## src/rtl/output_fader.sv

```systemverilog
// output_fader -- final gain/fade stage ahead of the I2S transmitter.
//
// Once per audio frame (rising edge of the synchronised DAC LR clock) the
// left/right samples are scaled by a shared unsigned gain and saturated.
// The applied gain ramps toward the requested target by RAMP_STEP per frame,
// so volume changes and mute never produce a step in the output.
//
// Ports:
//   clk          system clock
//   rst          synchronous active-high reset (aborts any frame in flight)
//   lrclk        DAC LR clock, asynchronous to clk; rising edge = new frame
//   in_l, in_r   signed input samples, sampled once per frame
//   target_gain  requested gain, unsigned, 1<<(GAINBITS-1) = unity
//   mute         forces the effective target to 0
//   out_l, out_r scaled, saturated output samples (registered)
//   sample_valid one-clk pulse when out_l/out_r update
//   cur_gain     gain currently applied
//
// Optional build macro OUTPUT_FADER_CLIP_DETECT_EN adds:
//   clip_clear   input, clears both clip flags (wins over a same-cycle set)
//   clip_l/clip_r sticky flags, set when that channel saturated
module output_fader #(
  parameter int                    BITSIZE   = 16,
  parameter int                    GAINBITS  = 16,
  parameter logic [GAINBITS-1:0]   RAMP_STEP = 16'h0100
) (
  input  logic                clk,
  input  logic                rst,
  input  logic                lrclk,
  input  logic [BITSIZE-1:0]  in_l,
  input  logic [BITSIZE-1:0]  in_r,
  input  logic [GAINBITS-1:0] target_gain,
  input  logic                mute,
  output logic [BITSIZE-1:0]  out_l,
  output logic [BITSIZE-1:0]  out_r,
  output logic                sample_valid,
  output logic [GAINBITS-1:0] cur_gain
`ifdef OUTPUT_FADER_CLIP_DETECT_EN
  ,
  input  logic                clip_clear,
  output logic                clip_l,
  output logic                clip_r
`endif
);

  localparam int PW = BITSIZE + GAINBITS + 1;
  localparam logic signed [PW-1:0] SAT_MAX = {{(PW-BITSIZE+1){1'b0}}, {(BITSIZE-1){1'b1}}};
  localparam logic signed [PW-1:0] SAT_MIN = {{(PW-BITSIZE+1){1'b1}}, {(BITSIZE-1){1'b0}}};

  typedef enum logic [2:0] {IDLE, CAPTURE, MUL_L, MUL_R, OUT} state_t;

  state_t state;
  logic   lr_s1, lr_s2, lr_s3;
  logic   frame_edge;

  logic signed [BITSIZE-1:0] in_l_p0, in_r_p0;
  logic        [GAINBITS-1:0] tgt_p0;
  logic signed [PW-1:0]       prod_l_p1, prod_r_p2;
  logic signed [BITSIZE-1:0]  mul_a;
  logic signed [GAINBITS:0]   mul_g;
  logic signed [PW-1:0]       prod_c;

  // Drop the gain fraction bits; arithmetic shift truncates toward -inf.
  function automatic logic signed [PW-1:0] scale_shift(input logic signed [PW-1:0] p);
    return p >>> (GAINBITS-1);
  endfunction

  function automatic logic signed [BITSIZE-1:0] saturate(input logic signed [PW-1:0] p);
    logic signed [PW-1:0] s;
    s = scale_shift(p);
    if (s > SAT_MAX)      return SAT_MAX[BITSIZE-1:0];
    else if (s < SAT_MIN) return SAT_MIN[BITSIZE-1:0];
    else                  return s[BITSIZE-1:0];
  endfunction

`ifdef OUTPUT_FADER_CLIP_DETECT_EN
  function automatic logic sat_hit(input logic signed [PW-1:0] p);
    logic signed [PW-1:0] s;
    s = scale_shift(p);
    return (s > SAT_MAX) || (s < SAT_MIN);
  endfunction
`endif

  // One ramp step toward tgt, clamped at tgt; one extra bit so it cannot wrap.
  function automatic logic [GAINBITS-1:0] ramp(input logic [GAINBITS-1:0] cur,
                                               input logic [GAINBITS-1:0] tgt);
    logic [GAINBITS:0] up, dn;
    up = {1'b0, cur} + {1'b0, RAMP_STEP};
    dn = {1'b0, cur} - {1'b0, RAMP_STEP};
    if (cur < tgt)
      return (up > {1'b0, tgt}) ? tgt : up[GAINBITS-1:0];
    else if (cur > tgt)
      return ((cur < RAMP_STEP) || (dn < {1'b0, tgt})) ? tgt : dn[GAINBITS-1:0];
    else
      return cur;
  endfunction

  assign frame_edge = lr_s2 & ~lr_s3;

  // Single multiplier shared between the two channel states.
  assign mul_a  = (state == MUL_L) ? in_l_p0 : in_r_p0;
  assign mul_g  = $signed({1'b0, cur_gain});
  assign prod_c = PW'(mul_a) * PW'(mul_g);

  // ---- stage p0: capture samples and target; p1/p2: channel products ----
  always_ff @(posedge clk) begin
    if (state == CAPTURE) begin
      in_l_p0 <= $signed(in_l);
      in_r_p0 <= $signed(in_r);
      tgt_p0  <= mute ? '0 : target_gain;
    end
    if (state == MUL_L) prod_l_p1 <= prod_c;
    if (state == MUL_R) prod_r_p2 <= prod_c;
  end

  // ---- control: synchroniser, FSM, output stage ----
  always_ff @(posedge clk) begin
    if (rst) begin
      lr_s1        <= 1'b0;
      lr_s2        <= 1'b0;
      lr_s3        <= 1'b0;
      state        <= IDLE;
      out_l        <= '0;
      out_r        <= '0;
      sample_valid <= 1'b0;
      cur_gain     <= '0;
`ifdef OUTPUT_FADER_CLIP_DETECT_EN
      clip_l       <= 1'b0;
      clip_r       <= 1'b0;
`endif
    end else begin
      lr_s1        <= lrclk;
      lr_s2        <= lr_s1;
      lr_s3        <= lr_s2;
      sample_valid <= 1'b0;
`ifdef OUTPUT_FADER_CLIP_DETECT_EN
      if (clip_clear) begin
        clip_l <= 1'b0;
        clip_r <= 1'b0;
      end else if (state == OUT) begin
        clip_l <= clip_l | sat_hit(prod_l_p1);
        clip_r <= clip_r | sat_hit(prod_r_p2);
      end
`endif
      case (state)
        IDLE:    if (frame_edge) state <= CAPTURE;
        CAPTURE: state <= MUL_L;
        MUL_L:   state <= MUL_R;
        MUL_R:   state <= OUT;
        OUT: begin
          out_l        <= saturate(prod_l_p1);
          out_r        <= saturate(prod_r_p2);
          sample_valid <= 1'b1;
          cur_gain     <= ramp(cur_gain, tgt_p0);
          state        <= IDLE;
        end
        default: state <= IDLE;
      endcase
    end
  end

endmodule

```

## config.mk

```make
export PLATFORM = sky130hd
export DESIGN_NAME = output_fader
export DESIGN_NICKNAME = d
export VERILOG_FILES = /design/src/rtl/output_fader.sv
export SDC_FILE = /design/constraint.sdc
export NUM_CORES = 1
export LEC_CHECK = 0
export ABC_AREA = 1
export BUFFER_PORTS_ARGS = -buffer_cell sky130_fd_sc_hd__buf_2
export CAP_MARGIN = 20
export CELL_PAD_IN_SITES_DETAIL_PLACEMENT = 1
export CELL_PAD_IN_SITES_GLOBAL_PLACEMENT = 1
export CORE_MARGIN = 1
export CORE_UTILIZATION = 43
export CTS_CLUSTER_DIAMETER = 60
export CTS_CLUSTER_SIZE = 24
export DETAILED_ROUTE_END_ITERATION = 6
export GPL_TIMING_DRIVEN = 0
export PLACE_DENSITY = 0.89
export SYNTH_ARGS = -nofsm -noshare
export SYNTH_HDL_FRONTEND = slang
export SYNTH_SLANG_ARGS = --single-unit
```

## constraint.sdc

```tcl
create_clock -name clk -period 5.5 [get_ports clk]
set_input_delay 0.825 -clock clk [delete_from_list [all_inputs] [get_ports clk]]
set_output_delay 0.825 -clock clk [all_outputs]
set_load 0.005 [all_outputs]
```

# Yosys cells after proc, flatten, opt, wreduce, memory -nomap -nowiden
# Cells that the tools add are included.
# word_totals
inputBits	52
register_bits	169
output_inout_bits	49
# op_classes
n_mux	12
n_reduce_logical	4
n_bitwise	2
eq_ne	5
mul	1
magnitude_cmp	9
n_addsub	2
# ops
operator	n
$mux W16	9
$gt A18 B16 Y1 const B	2
$lt A18 B16 Y1 const B	2
$mul A16 B17 Y33	1
$add A16 B9 Y17 const B	1
$gt A17 B16 Y1	1
$lt A17 B16 Y1	1
$sub A16 B9 Y17 const B	1
$gt A16 B16 Y1	1
$lt A16 B16 Y1	1
$lt A16 B9 Y1 const B	1
$pmux W3 S4	1
$eq A3 B2 Y1 const B	2
$eq A3 B1 Y1 const B	1
$eq A3 B3 Y1 const B	1
$logic_not A3 Y1	1
$mux W3	1
$ne A2 B2 Y1 const B	1
$reduce_and A2 Y1	1
$reduce_bool A2 Y1	1
$and A1 B1 Y1	1
$logic_or A1 B1 Y1	1
$mux W1	1
$not A1 Y1	1

# Depth between registers and ports, before layout
# logic_depth
ltp_word	6
mapped_depth	31
depth_no_buf	29

# Worst setup path before layout
# Ideal clock, no wire load.
# synth_timing
path_type	flip-flop to flip-flop
from	register state[0]
to	register prod_l_p1[32], data pin
period_less_slack_ns	6.063
arrival_ns	5.806
required_time_ns	5.243
path_buffers	1
slack_ns	-0.563
stages_incl_launch_ff	29
cell_sequence	dfxtp_1 nor2_4 nand2_4 inv_2 or2_2 o21a_1 inv_1 buf_2 nor2_1 fa_1 inv_1 fa_1 fa_1 inv_1 fa_1 fa_1 inv_1 fa_1 inv_1 ha_1 a21o_1 a21oi_1 o21ai_0 a21oi_1 o21ai_1 nand2_1 nand2_1 nand2_1 nand2_1
# synth_between
elab_chain_len	3
# synth_lines
item	line_no	source
from (decl)	52	state_t state;
from (signal assigned)	122	state <= IDLE;
from (signal assigned)	146	IDLE: if (frame_edge) state <= CAPTURE;
from (signal assigned)	147	CAPTURE: state <= MUL_L;
$eq A3 B2 Y1	101	assign mul_a = (state == MUL_L) ? in_l_p0 : in_r_p0;
$mux W16	101	
$mul A16 B17 Y33	103	assign prod_c = PW'(mul_a) * PW'(mul_g);
named net prod_c[32]	61	logic signed [PW-1:0] prod_c;
to (signal assigned)	112	if (state == MUL_L) prod_l_p1 <= prod_c;
to (decl)	58	logic signed [PW-1:0] prod_l_p1, prod_r_p2;
# The timed path passes the listed nets, and every way through them passes these cells.
# A chain may end at the register's enable or synchronous reset.

# Worst setup path in the final report
# layout_timing
from	register cur_gain[3]
to	register prod_l_p1[31], data pin
# layout_between
elab_chain_len	1
# layout_lines
item	line_no	source
from (decl)	37	output logic [GAINBITS-1:0] cur_gain
from (signal assigned)	154	cur_gain <= ramp(cur_gain, tgt_p0);
$mul A16 B17 Y33	103	
named net prod_c[31]	61	
# The timed path passes the listed nets, and every way through them passes these cells.

==> impl_results.md <==
* CTS tree: built
* Largest family of logic cells by synthesized area: adder cells
* Worst setup margin at -1892 ps
* Tmin final at 7392 ps
* Fin. Hold Viols at 0
* Critical Path Fanout Max at 10
* Vias at 16020
* Reg clk slew, reported paths at 70 ps
* Power density over the cells at around 160 mW/mm^2
* Nets at ~2400
* Area contributors post-synth: fa_1, edfxtp_1, ha_1, inv_1, nand2_1
* Cell variety after synth at 45
* Cell area after synthesis at 0.01509 sq mm
* Hold path start: lr_s1$_SDFF_PP0_
* Largest net degree at the start of global routing at 40
* Leak at 0.009271 uW
* # placed instances at 2329
* Critical path arrival at 7590 ps
* Unrepaired setup endpoints after global routing: true
* CP Capture Type: register
* Post-route ant nets at 0
* Worst Tran Pin Value at ~1000 ps
* HP Class: register to register
* Fin. max-slew vios at 0
* Data required, critical path at 5700 ps
* Mapped Cells at roughly 1800
* Grt ovf at 0
* Total CTS buffers at 17
* Post-synth EDFFs at 84
* Hold depth at 2
* WHS at 425.1 ps
* # setup viols final at 36
* Commonest cells in the netlist: inv_1, nand2_1, nor2_1, fa_1, ha_1
* Worst skew pair latency at 490 ps
* Dominant synthesized flop cell: edfxtp_1
* Post-Synth Adder-Cell Area at 38.20%
* H-tree levels at 4
* DR WL met2 at 35360 um
* Syn_nets at 2171
* Top-area cell type share of the netlist area at 25.60%
* DP Wirelength at 40900 um
* DRC violations left at 0
* Via/cell ratio at 6.486
* Violated checks: negative setup slack
* Initial antenna violation count at 7
* RePlAce Congestion at 0.9697
* CTS max path bufs at 2
* M1 WL at 25680 um
* XOR/XNOR share of the synthesized area at around 1.2%
* Starting Density at 43.69%
* First-pass GRT wire length at 95090 um
* # port buffers at 99
* Num ports at ~100
* Most common cell in the netlist: inv_1
* Final period utilization at 134.4%
* Area grow syn2layout at 27.54%
* Max-cap violations at 0
* Met3 WL at roughly 11000 um
* R2r endpoint: prod_l_p1[31]$_DFFE_PP_
* DR WL/cell at 33.12 um
* Mux share of post-synthesis cell area at 0%
* Peak supply drop at 0.0002756 V
* Synth area leader: fa_1
* Non-filler instance count after layout at between 2000 and 2500
* First-pass detailed-route iteration total at 7
* Warnings, synthesis at 0
* Startpoint Class: register
* Die extent in y at 189.4 um
* F_max at 135.3 MHz
* Mapped Avg Cell Area at ~8.5 sq um
* Die area at 0.03585 sq mm
* Ys async rst share at 0%
* Reg-to-Reg Start: cur_gain[3]$_SDFFE_PP0P_
* Worst Reg-to-Reg Cells at 22
* Worst-case clock skew at about 17 ps
* Highest metal used: met5
* FP Rows at 68
* Fill count at 4013
* Total track usage at 36.32%
* Layout cells sized above 1 at between 20% and 30%
* Number of global-route vias before repair at 16230
* Sequential cell area fraction in the yosys report at 24.01%
* Flops & latches, synth at approximately 140
* Slew HR at 33.13%
* Synth Area in Simple Gates at a little under a fifth
* Core area at 0.03454 sq mm
* Root Driver: clkbuf_16
* Chip width at 189.4 um
* Initial drt markers at approximately 2100
* Compound-Gate Fraction of Synth Area at 6.839%
* Reg2Reg Setup Slack at -1890 ps
* Result of the run: complete, but fails checks
* WHS Endpoint: lr_s2$_SDFF_PP0_
* Sink Count at approximately 140
* Total Routed Length at 81800 um
* Final Util at 55.73%
* CP Class: register to register
## final cells by class
| class | count | area, sq um | area share, % |
|---|---|---|---|
| Clock inverter | 12 | 127.6 | 0.6630 |
| Tap cell | 455 | 569.3 | 2.957 |
| Antenna cell | 6 | 15.01 | 0.07800 |
| Inverter | 353 | 1376 | 7.150 |
| Clock buffer | 20 | 500.5 | 2.600 |
| Sequential cell | 139 | 3630 | 18.86 |
| Multi-Input combinational cell | 1228 | 11110 | 57.71 |
| Timing Repair Buffer | 207 | 1539 | 7.995 |
| Buffer | 50 | 382.9 | 1.989 |
## report_power, final
| group | internal (uW) | switching [uW] | total (uW) |
|---|---|---|---|
| clock | 687 | 610 | 1300 |
| combinational | 258 | 435 | 693 |
| sequential | 1130 | 13.4 | 1150 |
| total | 2080 | 1060 | 3140 |
## how the worst max path moves through the flow
stage | startpoint | depth (start not counted) | slack (ps) | to
2_1_floorplan | state[0]$_SDFFE_PP0P_ | 26 | -160 | prod_l_p1[29]$_DFFE_PP_
3_3_place_gp | state[0]$_SDFFE_PP0P_ | 23 | -1100 | prod_r_p2[30]$_DFFE_PP_
3_5_place_dp | state[0]$_SDFFE_PP0P_ | 24 | -1220 | prod_l_p1[29]$_DFFE_PP_
4_1_cts | state[2]$_SDFFE_PP0P_ | 25 | -720 | prod_r_p2[30]$_DFFE_PP_
5_1_grt | state[0]$_SDFFE_PP0P_ | 29 | -1830 | prod_l_p1[31]$_DFFE_PP_
6_report | cur_gain[3]$_SDFFE_PP0P_ | 22 | -1890 | prod_l_p1[31]$_DFFE_PP_
## cell usage in the layout (no fill, tap or decap), drive strengths merged
cell     netlist  routed
a21boi         1       1
buf           30     232
a211oi         1       1
clkbuf        24      43
fa           193     193
o21ai         72      72
or2           14      14
o211a          1       1
nand2        337     337
xor2          17      17
ha           152     152
a2111oi        1       1
o21a           7       7
a21oi         79      79
nand3         53      53
a21o          12      12
bufbuf         0       2
clkinv         2       7
and3           2       2
diode          0       6
nand4         19      19
xnor2          3       3
inv          351     358
nor4           4       4
dfxtp         55      55
a31oi          7       7
o21bai         3       3
nor2         238     238
nand3b         3       3
edfxtp        84      84
nor3           9       9
## routing by layer
layer	vias up	track usage, %
met3	735	9.045
met5	-	0
li1	5951	-
met1	7741	39.96
met2	1592	60.79
met4	2	27.08
## what timing repair did
item	4_1_cts	5_1_grt
hold endpoints to repair	0	0
pin swaps	41	54
resized for setup	113	181
setup buffers	55	46
gates cloned	3	2
endpoints found under the setup margin	36	36
hold buffers	0	0
## kinds of logic after synthesis
group                    Yosys count
XOR/XNOR                          20
flip-flops                       139
adder cells (fa/ha/maj)          345
AND/OR/NAND/NOR                  679
buffers and inverters            407
AO/OA/AOI/OAI                    184
## state kept, by name, summed over array words and instances (netlist names)
signal / count
cur_gain: 16
lr_s2: 1
lr_s1: 1
out_r: 16
prod_r_p2: 18
tgt_p0: 16
sample_valid: 1
in_r_p0: 16
state: 3
prod_l_p1: 18
in_l_p0: 16
out_l: 16
lr_s3: 1
## per-stage QoR
stage / area [sq um] / power, uW / setup WS [ps] / TNS, ps
CTS: 18160 / 2881 / -723.2 / -22510
global placement: 16530 / 1532 / -1098 / -32410
global route: 19240 / 3158 / -1831 / -57030
finish: 19250 / 3138 / -1892 / -57610
floorplan: 15470 / 1420 / -159.8 / -2691
detailed placement: 16560 / 1560 / -1218 / -38670
## worst max-delay path, cell delays in order, from the launching register on
cell and delay, ps:
dfxtp_1 470, clkbuf_2 410, clkinv_2 310, nor2_1 640, fa_1 580, inv_1 110, fa_1 430, inv_1 280
fa_1 470, fa_2 370, fa_1 560, inv_2 70, fa_2 660, inv_2 90, ha_4 400, nand2_8 120
nor2_4 200, inv_1 140, nor2_2 200, and3_1 220, nand2_2 100, nand3_1 110, nand2_1 140
No activity file was read; power rests on OpenSTA's default activity.
